### config.mk
export PLATFORM = sky130hd
export DESIGN_NAME = fft_stage_sequencer
export DESIGN_NICKNAME = d
export VERILOG_FILES = /design/src/rtl/fft_stage_sequencer.sv
export SDC_FILE = /design/constraint.sdc
export NUM_CORES = 1
export LEC_CHECK = 0
export CAP_MARGIN = 20
export CELL_PAD_IN_SITES_DETAIL_PLACEMENT = 1
export CELL_PAD_IN_SITES_GLOBAL_PLACEMENT = 1
export CORE_UTILIZATION = 30
export CTS_BUF_LIST = sky130_fd_sc_hd__clkbuf_2
export DETAILED_ROUTE_END_ITERATION = 6
export PLACE_DENSITY = 0.6
export SETUP_SLACK_MARGIN = 0.3
export SLEW_MARGIN = 5
export SYNTH_ARGS = -nofsm -noshare
export SYNTH_HDL_FRONTEND = slang
export SYNTH_SLANG_ARGS = --single-unit
### constraint.sdc
create_clock -name clk -period 2.75 [get_ports clk]
set_input_delay 0.6875 -clock clk [delete_from_list [all_inputs] [get_ports clk]]
set_output_delay 0.6875 -clock clk [all_outputs]
set_load 0.1 [all_outputs]
### src/rtl/fft_stage_sequencer.sv
// Issue sequencer for an in-place radix-2 FFT: walks every butterfly pair of
// every stage, with a drain gap between stages and a delayed write-back strobe.
module fft_stage_sequencer #(
  parameter int N          = 1024,
  parameter int PIPE_DEPTH = 4,
  localparam int LOG2N     = $clog2(N)
) (
  input  logic             clk,
  input  logic             rst,
  input  logic             start,
  input  logic             stall,
  output logic [LOG2N-1:0] stage,
  output logic [LOG2N-2:0] pair_id,
  output logic             issue_valid,
  output logic             issue_last,
  output logic             wb_valid,
  output logic             busy,
  output logic             done
);

  localparam int CNT_W = (PIPE_DEPTH > 1) ? $clog2(PIPE_DEPTH) : 1;
  localparam logic [LOG2N-2:0] PAIR_LAST  = (LOG2N-1)'(N/2 - 1);
  localparam logic [LOG2N-2:0] PAIR_ONE   = (LOG2N-1)'(1);
  localparam logic [LOG2N-1:0] STAGE_LAST = LOG2N'(LOG2N - 1);
  localparam logic [LOG2N-1:0] STAGE_ONE  = LOG2N'(1);
  localparam logic [CNT_W-1:0] DRAIN_LOAD = CNT_W'(PIPE_DEPTH - 1);
  localparam logic [CNT_W-1:0] CNT_ONE    = CNT_W'(1);

  typedef enum logic [1:0] {S_IDLE, S_RUN, S_DRAIN, S_FIN} state_t;

  state_t                 state;
  logic [CNT_W-1:0]       drain_cnt;
  logic [PIPE_DEPTH-1:0]  wb_vld_p;

  assign issue_valid = (state == S_RUN) & ~stall;
  assign issue_last  = issue_valid & (pair_id == PAIR_LAST);
  assign wb_valid    = wb_vld_p[PIPE_DEPTH-1];

  always_ff @(posedge clk or posedge rst) begin
    if (rst) begin
      state     <= S_IDLE;
      stage     <= '0;
      pair_id   <= '0;
      drain_cnt <= '0;
      busy      <= 1'b0;
      done      <= 1'b0;
    end else begin
      case (state)
        S_IDLE: begin
          done <= 1'b0;
          if (start) begin
            state   <= S_RUN;
            stage   <= '0;
            pair_id <= '0;
            busy    <= 1'b1;
          end
        end
        S_RUN: begin
          if (!stall) begin
            if (pair_id == PAIR_LAST) begin
              state     <= S_DRAIN;
              drain_cnt <= DRAIN_LOAD;
            end else begin
              pair_id <= pair_id + PAIR_ONE;
            end
          end
        end
        // Drain lasts PIPE_DEPTH cycles so the last write-back of this stage
        // lands before the next stage's first read.
        S_DRAIN: begin
          if (drain_cnt == '0) begin
            if (stage == STAGE_LAST) begin
              state <= S_FIN;
              busy  <= 1'b0;
              done  <= 1'b1;
            end else begin
              state   <= S_RUN;
              stage   <= stage + STAGE_ONE;
              pair_id <= '0;
            end
          end else begin
            drain_cnt <= drain_cnt - CNT_ONE;
          end
        end
        S_FIN: begin
          state   <= S_IDLE;
          done    <= 1'b0;
          stage   <= '0;
          pair_id <= '0;
        end
        default: begin
          state <= S_IDLE;
          busy  <= 1'b0;
          done  <= 1'b0;
        end
      endcase
    end
  end

  // Write-back strobe: issue_valid delayed exactly PIPE_DEPTH cycles.
  generate
    if (PIPE_DEPTH == 1) begin : g_wb1
      always_ff @(posedge clk or posedge rst) begin
        if (rst) wb_vld_p <= '0;
        else     wb_vld_p <= issue_valid;
      end
    end else begin : g_wbn
      always_ff @(posedge clk or posedge rst) begin
        if (rst) wb_vld_p <= '0;
        else     wb_vld_p <= {wb_vld_p[PIPE_DEPTH-2:0], issue_valid};
      end
    end
  endgenerate

endmodule

# After elaboration in Yosys (flattened, before gate mapping)
# Cells that the tools add are included.
# Widths: inputs -> output; s select.
op_classes:
  n_eq_ne: 13
  n_bitwise: 3
  reduce_logical: 13
  muxes: 27
  addsub: 3
op_table:
  columns: ["operator", "count"]
  rows:
  - ["$mux 9", 5]
  - ["$pmux 9 s4", 1]
  - ["$mux 10", 3]
  - ["$pmux 10 s3", 1]
  - ["$mux 2", 8]
  - ["$reduce_and 4->1", 4]
  - ["$ne 2x2->1 const B", 7]
  - ["$add 10x1->10 const B", 1]
  - ["$eq 10x4->1 const B", 1]
  - ["$add 9x1->9 const B", 1]
  - ["$eq 9x9->1 const B", 1]
  - ["$pmux 2 s4", 1]
  - ["$reduce_bool 2->1", 3]
  - ["$mux 1", 5]
  - ["$reduce_and 5->1", 1]
  - ["$eq 2x2->1 const B", 2]
  - ["$logic_not 2->1", 2]
  - ["$pmux 1 s2", 2]
  - ["$pmux 2 s2", 1]
  - ["$reduce_and 3->1", 1]
  - ["$reduce_bool 3->1", 1]
  - ["$and 1x1->1", 2]
  - ["$eq 2x1->1 const B", 1]
  - ["$ne 2x1->1 const B", 1]
  - ["other kinds (3)", 3]
word_totals:
  inputBits: 4
  ff_bits: 29
  output_inout_bits: 24

# Longest topological paths before layout
# Gate-level depths: netlist of run 1.
depth:
  depth_word: 4
  mapped_depth: 9
  mapped_depth_nobuf: 8

# Worst setup path after synthesis of run 1
# Ideal clock, no wire load.
synth_path:
  kind: "flip-flop to output port"
  start: "register pair_id[0]"
  end: "output port issue_last"
  required_ns: 2.062
  setup_slack_ns: -1.159
  n_path_buf: 0
  arrival_time_ns: 3.222
  path_stages_with_launch: 7
  path_cell_list: "dfrtp_1 > ha_1 > nand3_1 > nor3_1 > ha_1 > nand2b_1 > nor2_1"
synth_via:
  elab_chain_cells: 2
synth_rtl:
  columns: ["item", "line", "source"]
  rows:
  - ["start: declaration", "13", "output logic [LOG2N-2:0] pair_id,"]
  - ["start signal: assignment", "64", "pair_id <= pair_id + PAIR_ONE;"]
  - ["$eq 9x9->1", "36", "assign issue_last = issue_valid & (pair_id == PAIR_LAST);"]
  - ["$and 1x1->1", "36", null]
  - ["end: declaration", "15", "output logic issue_last,"]
# Every way passes these cells.

# Final worst setup path of run 1
# Ends and elaborated chain as after synthesis.

==> metrics.md, run 1 <==
| Metric | Value |
|---|---|
| Pwr dens | 990 nW/um^2 |
| Final hold violation count | 0 |
| H-tree depth | 2 |
| Initial core utilization | 31.1% |
| Area growth from synthesis to layout | 31.4% |
| Final-stage net count | 229 |
| Via count of the routed design | 1538 |
| Number of vias per cell | 5.32 |
| Pre-CTS setup slack | 0.257 ns |
| Final antenna-violating net count | 0 |
| Worst clock skew | 0.0157 ns |
| Number of nets produced by synthesis | 192 |
| Slew HR | 55.9% |
| Synth Instances | 179 |
| Number of diodes added for antenna fixing | 0 |
| Critical path arrival | 1.77 ns |
| Cells along the critical path | ha_4 > nand3_4 > nor3_4 > ha_2 > nand2b_4 > nor2_4 > buf_12 |
| Type of the tightest min-delay check | reg -> reg |
| Port Buf Inserts | 27 |
| Clk buf depth | 2 |
| Total iterations of the first detailed-routing run | 4 |
| Overall power after layout | 2.23 mW |
| Wire length of the first global-routing pass | 8340 um |
| Max Fanout on Critical Path | 2 |
| Total of hold buffers inserted after clock tree synthesis | 0 |
| Post-synthesis sequential area ratio | 42.4% |
| Final routed DRC violation total | 0 |
| Final period demand of the worst path | 2.45 ns |
| Share of post-route cells with drive strength above 1 | 30.0% |
| Crit path max-delay cell type | dfrtp_2 |
| Area of the core | 5510 sq um |
| CTS tree | built |
| First DRT Iteration DRCs | 69 |
| Startpoint class of the critical path | flip-flop |
| Clock latency on the worst-skew pair | 0.37 ns |
| Cell area after placement | 2050 sq um |
| Minimum setup slack in the final design | 0.297 ns |
| Peak Freq | 0.408 GHz |
| Count of synthesis-stage warnings from yosys | 0 |
| Setup repair after global routing missed its margin | yes |
| Largest net degree at the start of global routing | 19 |
| Cell Area, Synth | 1710 sq um |
| Final weighted congestion in routability-driven placement | 0.826 |
| I/O pin total | 28 |
| Overall fraction of global-route tracks in use | 18.0% |
| Final non-filler cell area | 2250 sq um |
| Number of failing setup endpoints in the final timing report | 0 |
| Clk sink count | 29 |
| Wire length after detailed routing | 4880 um |
| Chip Height | 77.5 um |
| X dimension of the die | 77.5 um |
| Number of pins with negative max-slew slack in the final report | 0 |
| Clock slew at reported path FFs | 0.18 ns |
| Via count of the first global-routing pass | 1652 |
| Clock buffers created by TritonCTS | 5 |
| Mean Syn Cell Area | 9.56 sq um |
| Max capacitance violation total | 0 |
| Run status | completed |
| Kind of end point of the critical path | output port |
| Distinct cells, synth | 42 |
| Gr ovfl total | 0 |
| Worst ir drop on vdd | 0.000431 V |
| Crit path required time | 2.06 ns |
| Wire per inst | 16.9 um |
| Clock root buffer | clkbuf_2 |
| HPWL after detailed placement | 3500 um |
| Total die area | 6010 sq um |
| Total leakage power | 0.968 nW |
| Number of synthesized register bits | 29 |
| Slew @ Worst Pin | 0.661 ns |
| Tcrit/Tclk final | 89.2% |
| Path type of the worst setup path | reg -> out |
| Critical path's largest stage delay | 0.43 ns |
| Initial antenna violation count | 0 |
| Cell row count | 27 |
## what timing repair did
item / 4_1_cts / 5_1_grt
buffers inserted: 6 / 2
cloned: 0 / 0
endpoints found under the setup margin: 2 / 2
resized for setup: 8 / 4
pin swaps: 4 / 3
## flip-flops by register name, indices dropped and copies added, names as in the netlist
register	cells
done	1
pair_id	9
busy	1
drain_cnt	2
stage	10
state	2
wb_vld_p	4
## cell usage in the layout (no fill, tap or decap), types with 4 or more instances in the layout
cell / instances
o21ai_0: 16
nor3_1: 5
nand2b_1: 4
nand3_1: 15
buf_4: 32
clkbuf_2: 5
a21oi_1: 6
inv_1: 9
nor2_1: 6
dfrtp_1: 25
o2bb2ai_1: 4
ha_1: 7
nand2_1: 16
dfrtp_2: 4
## worst paths after layout
path	slack, ns	end	cells past startpoint	start
max	0.30	issue_last	7	pair_id[0]$_DFFE_PP0P_
min	0.38	wb_vld_p[1]$_DFF_PP0_	0	wb_vld_p[0]$_DFF_PP0_
max reg2reg	0.47	pair_id[5]$_DFFE_PP0P_	6	state[0]$_DFFE_PP0P_
min reg2reg	0.38	wb_vld_p[1]$_DFF_PP0_	0	wb_vld_p[0]$_DFF_PP0_
max in group asynchronous	1.53	drain_cnt[0]$_DFFE_PP0P_	3	rst
min in group asynchronous	0.68	wb_vld_p[2]$_DFF_PP0_	2	rst
## power by group
| part | switching [mW] | total (mW) | internal, mW |
|---|---|---|---|
| Combinational | 0.844 | 1.24 | 0.397 |
| Clock | 0.169 | 0.413 | 0.244 |
| Sequential | 0.0676 | 0.575 | 0.507 |
## layout make-up
class / instances / area [sq um]
Fill cell: 633 / 3260
Tap cell: 72 / 90.1
Timing Repair Buffer: 38 / 330
Clock buffer: 5 / 25.0
Sequential cell: 29 / 731
Clock inverter: 3 / 65.1
Multi-Input combinational cell: 132 / 971
Inverter: 10 / 37.5
## stage by stage
stage / setup TNS (ns) / cells / hold slack, ns / utilization (%)
after CTS: 0 / 287 / 0.391 / 40.3
after floorplan: -0.0973 / 179 / 0.331 / -
after detailed placement: 0 / 273 / 0.341 / 37.2
after global routing: 0 / 289 / 0.402 / 40.9
final: 0 / 289 / 0.384 / 40.9
after global placement: 0 / 273 / 0.342 / 37.2
## routing by layer
layer	part of all wire (%)	GRT usage [%]
met4	0.80	4.53
met5	0	0
met2	50	29.9
met3	2.3	4.24
met1	47	23.3
## synthesized netlist by cell type, drive strengths merged
cell type	number	area, sq um
o311ai	2	17.5
and2	1	8.76
or3	1	6.26
a31oi	1	6.26
nand4b	1	8.76
dfrtp	29	726
o21ai	16	80.1
ha	9	113
nor2	8	30.0
nand3	17	90.1
a22oi	1	7.51
inv	10	37.5
nor2b	3	26.3
mux2i	3	30.0
o21a	1	7.51
mux2	1	11.3
a21oi	6	30.0
o221ai	2	17.5
nand2b	5	31.3
nand2	17	63.8
o2bb2ai	4	35.0
clkbuf	4	15.0
o31ai	2	15.0
nand3b	2	15.0
and3	1	6.26
a32o	3	30.0
nand4	3	18.8
buf	4	26.3
nor4b	2	47.6
or2	1	6.26
a211oi	1	7.51
o22ai	1	6.26
and2b	1	7.51
a2bb2oi	2	17.5
or4	2	15.0
nor3	8	62.6
o211ai	3	22.5
a22o	1	8.76
## kinds of logic after synthesis
family | after synthesis | share of synthesized area [%]
buffers and inverters | 18 | 4.60
AO/OA/AOI/OAI | 46 | 18.1
multiplexers | 4 | 2.41
AND/OR/NAND/NOR | 73 | 26.0
adder cells (fa/ha/maj) | 9 | 6.58
flip-flops | 29 | 42.4
## critical path, delay by kind of cell (launching register included)
kind	cells	cell delay [ns]
adder cells (fa/ha/maj)	2	0.39
buffers and inverters	1	0.18
flip-flops	1	0.43
AND/OR/NAND/NOR	4	0.40
Note: power is estimated with default switching activity, not from simulation.
==> run 2: changes to the inputs <==
--- a/config.mk
+++ b/config.mk
@@ -12,4 +12,5 @@
 export CTS_BUF_LIST = sky130_fd_sc_hd__clkbuf_2
 export DETAILED_ROUTE_END_ITERATION = 6
+export MAX_ROUTING_LAYER = met4
 export PLACE_DENSITY = 0.6
 export SETUP_SLACK_MARGIN = 0.3
==> constraint.sdc (replaced) <==
create_clock -name clk -period 2.75 [get_ports clk]
set_input_delay 0.275 -clock clk [delete_from_list [all_inputs] [get_ports clk]]
set_output_delay 0.275 -clock clk [all_outputs]
set_load 0.1 [all_outputs]
==> run 2 against run 1 <==
Effect of this change: wire length up 0.31%; clock skew down 0.0093 ns; non-clock buffer count down 6; combinational power down 3%; largest cell class unchanged.
==> metrics.md, run 2 (synthesis results as in run 1) <==
| Metric | Value |
|---|---|
| Register bank with the most flops | stage |
| Largest net degree at the start of global routing | 30 (+11) |
| Tcrit/Tclk final | 85.6% (-3.6 points) |
| Number of failing setup endpoints in the final timing report | 0 (unchanged) |
| Gr ovfl total | 0 (unchanged) |
| First DRT Iteration DRCs | 79 (+14%) |
| Final weighted congestion in routability-driven placement | 0.794 (-3.9%) |
| Wire per inst | 17.3 um (+2.4%) |
| Clock buffers created by TritonCTS | 5 (unchanged) |
| I/O pin total | 28 (unchanged) |
| Total iterations of the first detailed-routing run | 4 (unchanged) |
| Type of the tightest min-delay check | in -> async |
| Number of pins with negative max-slew slack in the final report | 0 (unchanged) |
| Post-Route Setup TNS | 0 ns (unchanged) |
| Wire length after detailed routing | 4900 um (+0.31%) |
| Via count of the routed design | 1535 (-0.20%) |
| Critical path's largest stage delay | 0.43 ns (about the same) |
| Worst ir drop on vdd | 0.000365 V (-15%) |
| Peak Freq | 0.425 GHz (+4.2%) |
| Slack of the worst reg-to-reg path | 0.55 ns (+0.08 ns) |
| Internal Dissipation | 939 uW (-18%) |
| Path type of the worst setup path | reg -> out |
| Clk buf depth | 2 (unchanged) |
| Switching power as a share of total power | 52.9% (+4.4 points) |
| Run status | completed |
| Clock network fraction of total power | 10.8% (-7.7 points) |
| Max capacitance violation total | 0 (unchanged) |
| Total leakage power | 0.889 nW (-8.2%) |
| Final antenna-violating net count | 0 (unchanged) |
| Final period demand of the worst path | 2.36 ns (-0.0983 ns) |
| Slew @ Worst Pin | 0.426 ns (-0.235 ns) |
| Critical path arrival | 2.08 ns (+0.31 ns) |
| Seq pwr share | 28.9% (+3.1 points) |
| Final non-filler cell total | 283 (-2.1%) |
| Setup repair after global routing missed its margin | no |
| Net Switching | 1.05 mW (-2.5%) |
| Total of hold buffers inserted after clock tree synthesis | 0 (unchanged) |
| Port Buf Inserts | 27 (unchanged) |
| Inst Count DP | 273 (unchanged) |
| Most frequent standard cell in the layout excluding fill and tap cells | buf_4 |
| Clk sink count | 29 (unchanged) |
| Initial antenna violation count | 0 (unchanged) |
| H-tree depth | 2 (unchanged) |
| Wire length of the first global-routing pass | 8100 um (-2.8%) |
| Clock slew at reported path FFs | 0.17 ns (about the same) |
| Slew HR | 71.4% (+16 points) |
| Crit path max-delay cell type | dfrtp_2 |
| X dimension of the die | 77.5 um (unchanged) |
| Number of vias per cell | 5.42 (+1.9%) |
| Kind of end point of the critical path | output port |
| Chip Height | 77.5 um (unchanged) |
| Final hold violation count | 0 (unchanged) |
| Overall power after layout | 1.99 mW (-11%) |
| Share of post-route cells with drive strength above 1 | 25.6% (-4.4 points) |
| Cell row count | 27 (unchanged) |
| Minimum setup slack in the final design | 0.395 ns (+0.0983 ns) |
| Worst clock skew | 0.00636 ns (-0.00930 ns) |
| Number of flip-flops under the largest register name | 10 (unchanged) |
| Startpoint class of the critical path | flip-flop |
| Pre-CTS setup slack | 0.468 ns (+0.211 ns) |
| Final-stage net count | 223 (-2.6%) |
| Most frequent cells in the layout | 27 x buf_4, 25 x dfrtp_1, 17 x nand2_1 |
| Clock root buffer | clkbuf_2 |
| Final routed DRC violation total | 0 (unchanged) |
| CTS tree | built |
| Crit path required time | 2.48 ns (+0.42 ns) |
| Area of the core | 5510 sq um (unchanged) |
| Number of diodes added for antenna fixing | 0 (unchanged) |
| Logic pwr share | 60.3% (+4.6 points) |
| Post-Route Hold Slack | 0.286 ns (-0.0980 ns) |
| Total die area | 6010 sq um (unchanged) |
| HPWL after detailed placement | 3510 um (+0.29%) |
| Via count of the first global-routing pass | 1576 (-4.6%) |
| Area growth from synthesis to layout | 22.7% |
| Registers with the most flip-flops | stage: 10 flops, pair_id: 9 flops, wb_vld_p: 4 flops |
| Overall fraction of global-route tracks in use | 17.8% (-0.14 points) |
| Cells along the critical path | ha_1 > nand3_2 > nor3_2 > ha_2 > nand2b_2 > nor2_4 > buf_12 |
| Pwr dens | 948 nW/um^2 (-4.2%) |
| Initial core utilization | 31.1% (unchanged) |
| Clock latency on the worst-skew pair | 0.35 ns (-0.02 ns) |
| Max Fanout on Critical Path | 6 (+4) |
[run 2: power by group through the flow]
stage | combinational, mW | sequential, mW | clock [mW]
2_1_floorplan | 0.666 | 0.834 | 0
3_3_place_gp | 1.16 | 0.577 | 0
3_5_place_dp | 1.18 | 0.587 | 0
4_1_cts | 1.19 | 0.578 | 0.229
5_1_grt | 1.31 | 0.588 | 0.245
6_report | 1.20 | 0.575 | 0.216
[run 2: worst max-delay path: cells and delay by family (launching register included)]
family / cells / cell delay, ns
adder cells (fa/ha/maj): 2 / 0.46
flip-flops: 1 / 0.43
buffers and inverters: 1 / 0.18
AND/OR/NAND/NOR: 4 / 0.67
[run 2: area by class of cell]
cell class / count / area, sq um
Multi-Input combinational cell: 132 / 932
Inverter: 10 / 37.5
Fill cell: 642 / 3410
Clock buffer: 5 / 25.0
Clock inverter: 3 / 12.5
Sequential cell: 29 / 731
Tap cell: 72 / 90.1
Timing Repair Buffer: 32 / 273
[run 2: through the flow]
stage	util [%]	area, sq um
6_report	38.2	2100
5_1_grt	38.2	2100
4_1_cts	37.7	2080
3_5_place_dp	36.9	2030
3_3_place_gp	36.9	2030
2_1_floorplan	-	1730
[run 2: per-layer routing]
| metal | vias up | global-route usage (%) | wire, um |
|---|---|---|---|
| met1 | 789 | 22.1 | 2220 |
| met4 | 0 | 4.53 | 32 |
| met2 | 21 | 29.6 | 2530 |
| met5 | - | - | 0 |
| li1 | 720 | - | - |
| met3 | 5 | 3.53 | 119 |
[run 2: what timing repair did]
item / in CTS / in global routing
hold endpoints to repair: 0 / 0
buffers inserted: 0 / 2
gates resized for setup: 2 / 2
endpoints found under the setup margin: 1 / 2
[run 2: path summary, 6_finish.rpt]
path,start,end,cells after the start
hold / removal,rst,stage[0]$_DFFE_PP0P_,3
min in group clk,wb_vld_p[2]$_DFF_PP0_,wb_vld_p[3]$_DFF_PP0_,0
hold reg to reg,wb_vld_p[2]$_DFF_PP0_,wb_vld_p[3]$_DFF_PP0_,0
setup reg to reg,state[0]$_DFFE_PP0P_,pair_id[6]$_DFFE_PP0P_,6
setup / recovery,pair_id[0]$_DFFE_PP0P_,issue_last,7
max in group asynchronous,rst,pair_id[3]$_DFFE_PP0P_,3
